--- src/rtl/dmem_ctrl.sv ---
// Data-memory port controller: valid/ready LSU requests to a single-port BRAM
// with byte/half/word lanes, load extension, parametrised read latency and error reporting.
module dmem_ctrl #(
  parameter int ADDR_W   = 20,
  parameter int READ_LAT = 1
) (
  input  logic              clk,
  input  logic              rstn,
  input  logic              req_valid,
  output logic              req_ready,
  input  logic              req_we,
  input  logic [1:0]        req_size,
  input  logic              req_unsigned,
  input  logic [31:0]       req_adr,
  input  logic [31:0]       req_wdata,
  output logic              rsp_valid,
  output logic [31:0]       rsp_rdata,
  output logic              rsp_err,
  output logic [ADDR_W-1:0] mem_addr,
  output logic [3:0]        mem_we,
  output logic [31:0]       mem_din,
  input  logic [31:0]       mem_dout
);

  typedef enum logic [1:0] {IDLE, ACCESS, WAIT, RESP} state_e;

  state_e              state_q, state_d;
  logic [1:0]          cnt_q, cnt_d;
  logic [ADDR_W-1:0]   mem_addr_q, mem_addr_d;
  logic [3:0]          mem_we_q, mem_we_d;
  logic [31:0]         mem_din_q, mem_din_d;
  logic [31:0]         rdata_q, rdata_d;
  logic                err_q, err_d;
  logic [1:0]          lo_q, lo_d;
  logic [1:0]          size_q, size_d;
  logic                uns_q, uns_d;
  logic                we_q, we_d;

  logic                accept, req_err, misalign, range_err;
  logic [3:0]          we_pat;
  logic [31:0]         din_pat, lane_b, ext;
  logic [15:0]         lane_h;

  assign req_ready = (state_q == IDLE) || (state_q == RESP);
  assign rsp_valid = (state_q == RESP);
  assign rsp_rdata = rdata_q;
  assign rsp_err   = err_q;
  assign mem_addr  = mem_addr_q;
  assign mem_we    = mem_we_q;
  assign mem_din   = mem_din_q;
  assign accept    = req_valid && req_ready;

  // Request decode: alignment, range, lane enables and replicated store data
  always_comb begin
    range_err = (req_adr >> (ADDR_W + 2)) != 32'd0;
    misalign  = 1'b0;
    we_pat    = 4'b1111;
    din_pat   = req_wdata;
    case (req_size)
      2'b00: begin
        we_pat  = 4'b0001 << req_adr[1:0];
        din_pat = {4{req_wdata[7:0]}};
      end
      2'b01: begin
        misalign = req_adr[0];
        we_pat   = 4'b0011 << req_adr[1:0];
        din_pat  = {2{req_wdata[15:0]}};
      end
      2'b10:   misalign = req_adr[1:0] != 2'b00;
      default: misalign = 1'b1;
    endcase
    req_err = misalign || range_err;
  end

  // Load lane select and extension from the held request attributes
  always_comb begin
    lane_b = mem_dout >> {lo_q, 3'b000};
    lane_h = lo_q[1] ? mem_dout[31:16] : mem_dout[15:0];
    case (size_q)
      2'b00:   ext = uns_q ? {24'd0, lane_b[7:0]} : {{24{lane_b[7]}}, lane_b[7:0]};
      2'b01:   ext = uns_q ? {16'd0, lane_h} : {{16{lane_h[15]}}, lane_h};
      default: ext = mem_dout;
    endcase
  end

  always_comb begin
    state_d    = state_q;
    cnt_d      = cnt_q;
    mem_addr_d = mem_addr_q;
    mem_we_d   = 4'b0000;
    mem_din_d  = mem_din_q;
    rdata_d    = rdata_q;
    err_d      = err_q;
    lo_d       = lo_q;
    size_d     = size_q;
    uns_d      = uns_q;
    we_d       = we_q;
    case (state_q)
      ACCESS: begin
        if (we_q) begin
          state_d = RESP;
          rdata_d = 32'd0;
          err_d   = 1'b0;
        end else begin
          state_d = WAIT;
          cnt_d   = 2'(READ_LAT - 1);
        end
      end
      WAIT: begin
        // Last wait cycle: BRAM output is valid for the address presented in ACCESS
        if (cnt_q == 2'd0) begin
          state_d = RESP;
          rdata_d = ext;
          err_d   = 1'b0;
        end else begin
          cnt_d = cnt_q - 2'd1;
        end
      end
      RESP:    state_d = IDLE;
      default: state_d = IDLE;
    endcase
    if (accept) begin
      if (req_err) begin
        state_d = RESP;
        err_d   = 1'b1;
        rdata_d = 32'd0;
      end else begin
        state_d    = ACCESS;
        mem_addr_d = req_adr[ADDR_W+1:2];
        lo_d       = req_adr[1:0];
        size_d     = req_size;
        uns_d      = req_unsigned;
        we_d       = req_we;
        if (req_we) begin
          mem_we_d  = we_pat;
          mem_din_d = din_pat;
        end
      end
    end
  end

  always_ff @(posedge clk or negedge rstn) begin
    if (!rstn) begin
      state_q    <= IDLE;
      cnt_q      <= 2'd0;
      mem_addr_q <= '0;
      mem_we_q   <= 4'b0000;
      mem_din_q  <= 32'd0;
      rdata_q    <= 32'd0;
      err_q      <= 1'b0;
      lo_q       <= 2'd0;
      size_q     <= 2'd0;
      uns_q      <= 1'b0;
      we_q       <= 1'b0;
    end else begin
      state_q    <= state_d;
      cnt_q      <= cnt_d;
      mem_addr_q <= mem_addr_d;
      mem_we_q   <= mem_we_d;
      mem_din_q  <= mem_din_d;
      rdata_q    <= rdata_d;
      err_q      <= err_d;
      lo_q       <= lo_d;
      size_q     <= size_d;
      uns_q      <= uns_d;
      we_q       <= we_d;
    end
  end

endmodule
--- config.mk ---
export PLATFORM = sky130hd
export DESIGN_NAME = dmem_ctrl
export DESIGN_NICKNAME = d
export VERILOG_FILES = /design/src/rtl/dmem_ctrl.sv
export SDC_FILE = /design/constraint.sdc
export NUM_CORES = 1
export LEC_CHECK = 0
export ABC_AREA = 1
export BUFFER_PORTS_ARGS = -buffer_cell sky130_fd_sc_hd__buf_2
export CAP_MARGIN = 20
export CORE_MARGIN = 5
export CORE_UTILIZATION = 45
export DETAILED_ROUTE_END_ITERATION = 10
export PLACE_DENSITY = 0.82
export SYNTH_ARGS = -nofsm -noshare
export SYNTH_HDL_FRONTEND = slang
export SYNTH_SLANG_ARGS = --single-unit
--- constraint.sdc ---
create_clock -name clk -period 1.95 [get_ports clk]
set_clock_uncertainty 0.15 [all_clocks]
set_input_delay 0.195 -clock clk [delete_from_list [all_inputs] [get_ports clk]]
set_output_delay 0.195 -clock clk [all_outputs]
set_load 0.02 [all_outputs]
==> reports/qor.txt <==
Slowest stage delay, CP - 0.38 ns
Flop-to-flop setup slack - 0.02 ns
First-pass iteration count of the detailed router - 5
Met2 Usage GRT - 37.0%
Total Routing Usage GR - 22.8%
Critical Path Slowest Stage Cell - dfrtp_1
Final WL - 16300 um
Met3 Use GR - 8.22%
Post-synth EDFFs - 0
Post-route clock period utilization - 98.7%
HPWL after DPL - 11700 um
Largest net degree at the start of global routing - 42
First-pass GRT wire length - 26000 um
Mean Syn Cell Area - 8.33 um2
Final-stage net count - 969
Layout cells sized above 1 - 34.9%
CP arrival - 2.00 ns
Mapped Cells - 630
Synth Warn # - 0
Crit path launch - state_q[0]
IO buf count - 193
PnR worst setup slack - 0.0249 ns
FF+latch area - 2480 um2
Top Ports - 194
Top_reg_cell synth - dfrtp_1
Most common cell after layout, fill and taps aside - nand2_1
Routed wire per std cell - 16.2 um
CP endpoint - mem_din[0]
Global routing usage on met1 - 27.7%
Placed insts - 952
Sequential area share after synthesis - 47.2%
Crit path capture type - flip-flop
Die area - 13900 um2
Gpl congestion - 0.957
Worst hold stages - 3
Clk_lat worst skew - 0.35 ns
Fillcell total - 984
Slew Viols, Final - 0
Worst-Margin Slew - 0.625 ns
Rows - 39
Initial Util - 46.0%
Initial antenna violation count - 2
Ys async rst share - 100%
VDD IR max - 0.00107 V
Startpoint types - flip-flop
Placeable core area - 11400 um2
Post-synth cell types - 33
DIE HEIGHT - 118 um
CP max FO - 35
Mapped cell area - 5250 um2
Pre-CTS WS - 0.0325 ns
CTS root buffer - clkbuf_16
Min Clock Period, post-route - 1.93 ns
Vias/cell - 5.32
Num CTS Buffers - 9
CTS tree - built
WS Path Type - reg -> reg
Clk buf depth - 2
Slew HR - 58.3%
MaxCap Viol Count - 0
Initial drt markers - 560
F_max - 519 MHz
Clk sinks - 99
DRT antenna net count - 0
Vias in the first global route - 5234
R2r worst-path depth - 7
Crit path required time - 2.03 ns
Reg clk slew, reported paths - 0.07 ns
Vias - 5374
Seq cells post-synth - 99
Busiest metal layer after global routing - met2
Die X-Extent - 118 um
Setup violators final - 0
Most frequent cells in the layout - nand2_1 (203), buf_2 (192), dfrtp_1 (99)
H-tree lvl count - 3
DRC violations left - 0
RSZ-0062 raised after global routing - yes
Leak - 3.88 nW
Area grow syn2layout - 36.4%
Mapped Nets - 737
Multi-input gate area - 2390 um2
Cell chain of the critical path - inv_1, ha_2, nand2_2, nor2_8, nand2_4, nand2_1, o21ai_2
Min-delay worst type - in -> reg
Final hold slack - 0.0154 ns
Fin. Hold Viols - 0
GR Overflow Total - 0
Power Dens Cells - 1110 nW/um2
RR Endpoint - mem_din[0]
Setup TNS Final - 0 ns
Status - finished, final reports clean
Final cell count without fillers - 1011
Reg2reg start - state_q[0]
[stage by stage]
step           area (um2)  utilization [%]  total power (W)
6_report             7160             62.7          0.00797
5_1_grt              7160             62.7          0.00846
4_1_cts              7060             61.8          0.00786
3_5_place_dp         6370             55.8          0.00587
3_3_place_gp         6370             55.8          0.00578
2_1_floorplan        5250                -          0.00472
[kinds of logic (layout without fill, tap and decap cells)]
logic type,after synthesis,after routing,share of synthesized area (%)
and+or+nand+nor,270,270,22.9
DFF,99,99,47.2
AOI/OAI and AO/OA,179,179,21.4
other,0,1,0
buffers and inverters,78,315,7.53
adders and majority gates,4,4,0.954
[how the worst min path moves through the flow]
| stage | slack [ns] | from | endpoint |
|---|---|---|---|
| 2_1_floorplan | -0.25 | rstn | cnt_q[0] |
| 3_3_place_gp | 0.03 | rstn | rsp_rdata[5] |
| 3_5_place_dp | 0.03 | rstn | rsp_rdata[13] |
| 4_1_cts | 0.0001 | req_wdata[3] | mem_din[3] |
| 5_1_grt | 0.006 | req_wdata[3] | mem_din[3] |
| 6_report | 0.02 | req_adr[1] | mem_we[3] |
[worst max-delay path, delay by kind of cell, from the launching register on]
family          cells  cell delay, ns
compound gates      1            0.06
fa+ha+maj           1            0.35
buf+inv             1            0.07
simple gates        4            0.78
flops               1            0.38
[per-layer routing]
metal / share of wire, % / vias up
met5: 0.043 / -
met4: 3.5 / 2
met3: 10 / 53
met2: 48 / 297
met1: 38 / 2475
li1: - / 2547
[power breakdown]
group / total [W] / switching, W / internal [W]
combinational: 0.00341 / 0.00213 / 0.00128
sequential: 0.00266 / 0.000244 / 0.00241
clock: 0.00191 / 0.000785 / 0.00113
[final cells by class]
type / count / share of cell area, %
clock buffer: 10 / 3.20
timing repair buffer: 255 / 22.6
clock inverter: 6 / 1.24
sequential: 99 / 34.6
antenna: 1 / 0.0350
inverter: 44 / 2.38
tap: 143 / 2.50
multi-input combinational: 453 / 33.4
[synth_stat cells, types with 2 or more instances]
cell,count,area [um2]
buf_6,4,45.0
buf_2,16,80.1
o211ai_1,14,105
nor2_1,23,86.3
nand2_4,5,56.3
buf_12,2,40.0
nor2_2,4,25.0
nand2_2,11,68.8
inv_2,3,11.3
nand3_1,14,70.1
nand3_4,3,52.6
nand2_1,203,762
o21ai_2,15,131
dfrtp_1,99,2480
a21oi_2,11,96.3
nor3_1,2,10.0
a22oi_1,6,45.0
nor2_4,2,22.5
o21ai_0,81,405
ha_1,4,50.1
clkbuf_1,7,26.3
a21oi_1,40,200
inv_1,39,146
o211ai_2,10,125
buf_4,4,30.0
[flip-flops by register name (all words and copies together) (netlist names)]
signal / count
cnt_q: 2
rsp_rdata: 32
state_q: 2
lo_q: 2
we_q: 1
uns_q: 1
mem_din: 32
mem_we: 4
rsp_err: 1
size_q: 2
mem_addr: 20
[what timing repair did]
item | 4_1_cts | 5_1_grt
hold buffers | 37 | 0
endpoints found under the setup margin | 0 | 57
setup buffers | 0 | 4
gates resized for setup | 0 | 2
hold endpoints to repair | 67 | 0
Power figures use the tool's default switching activity.
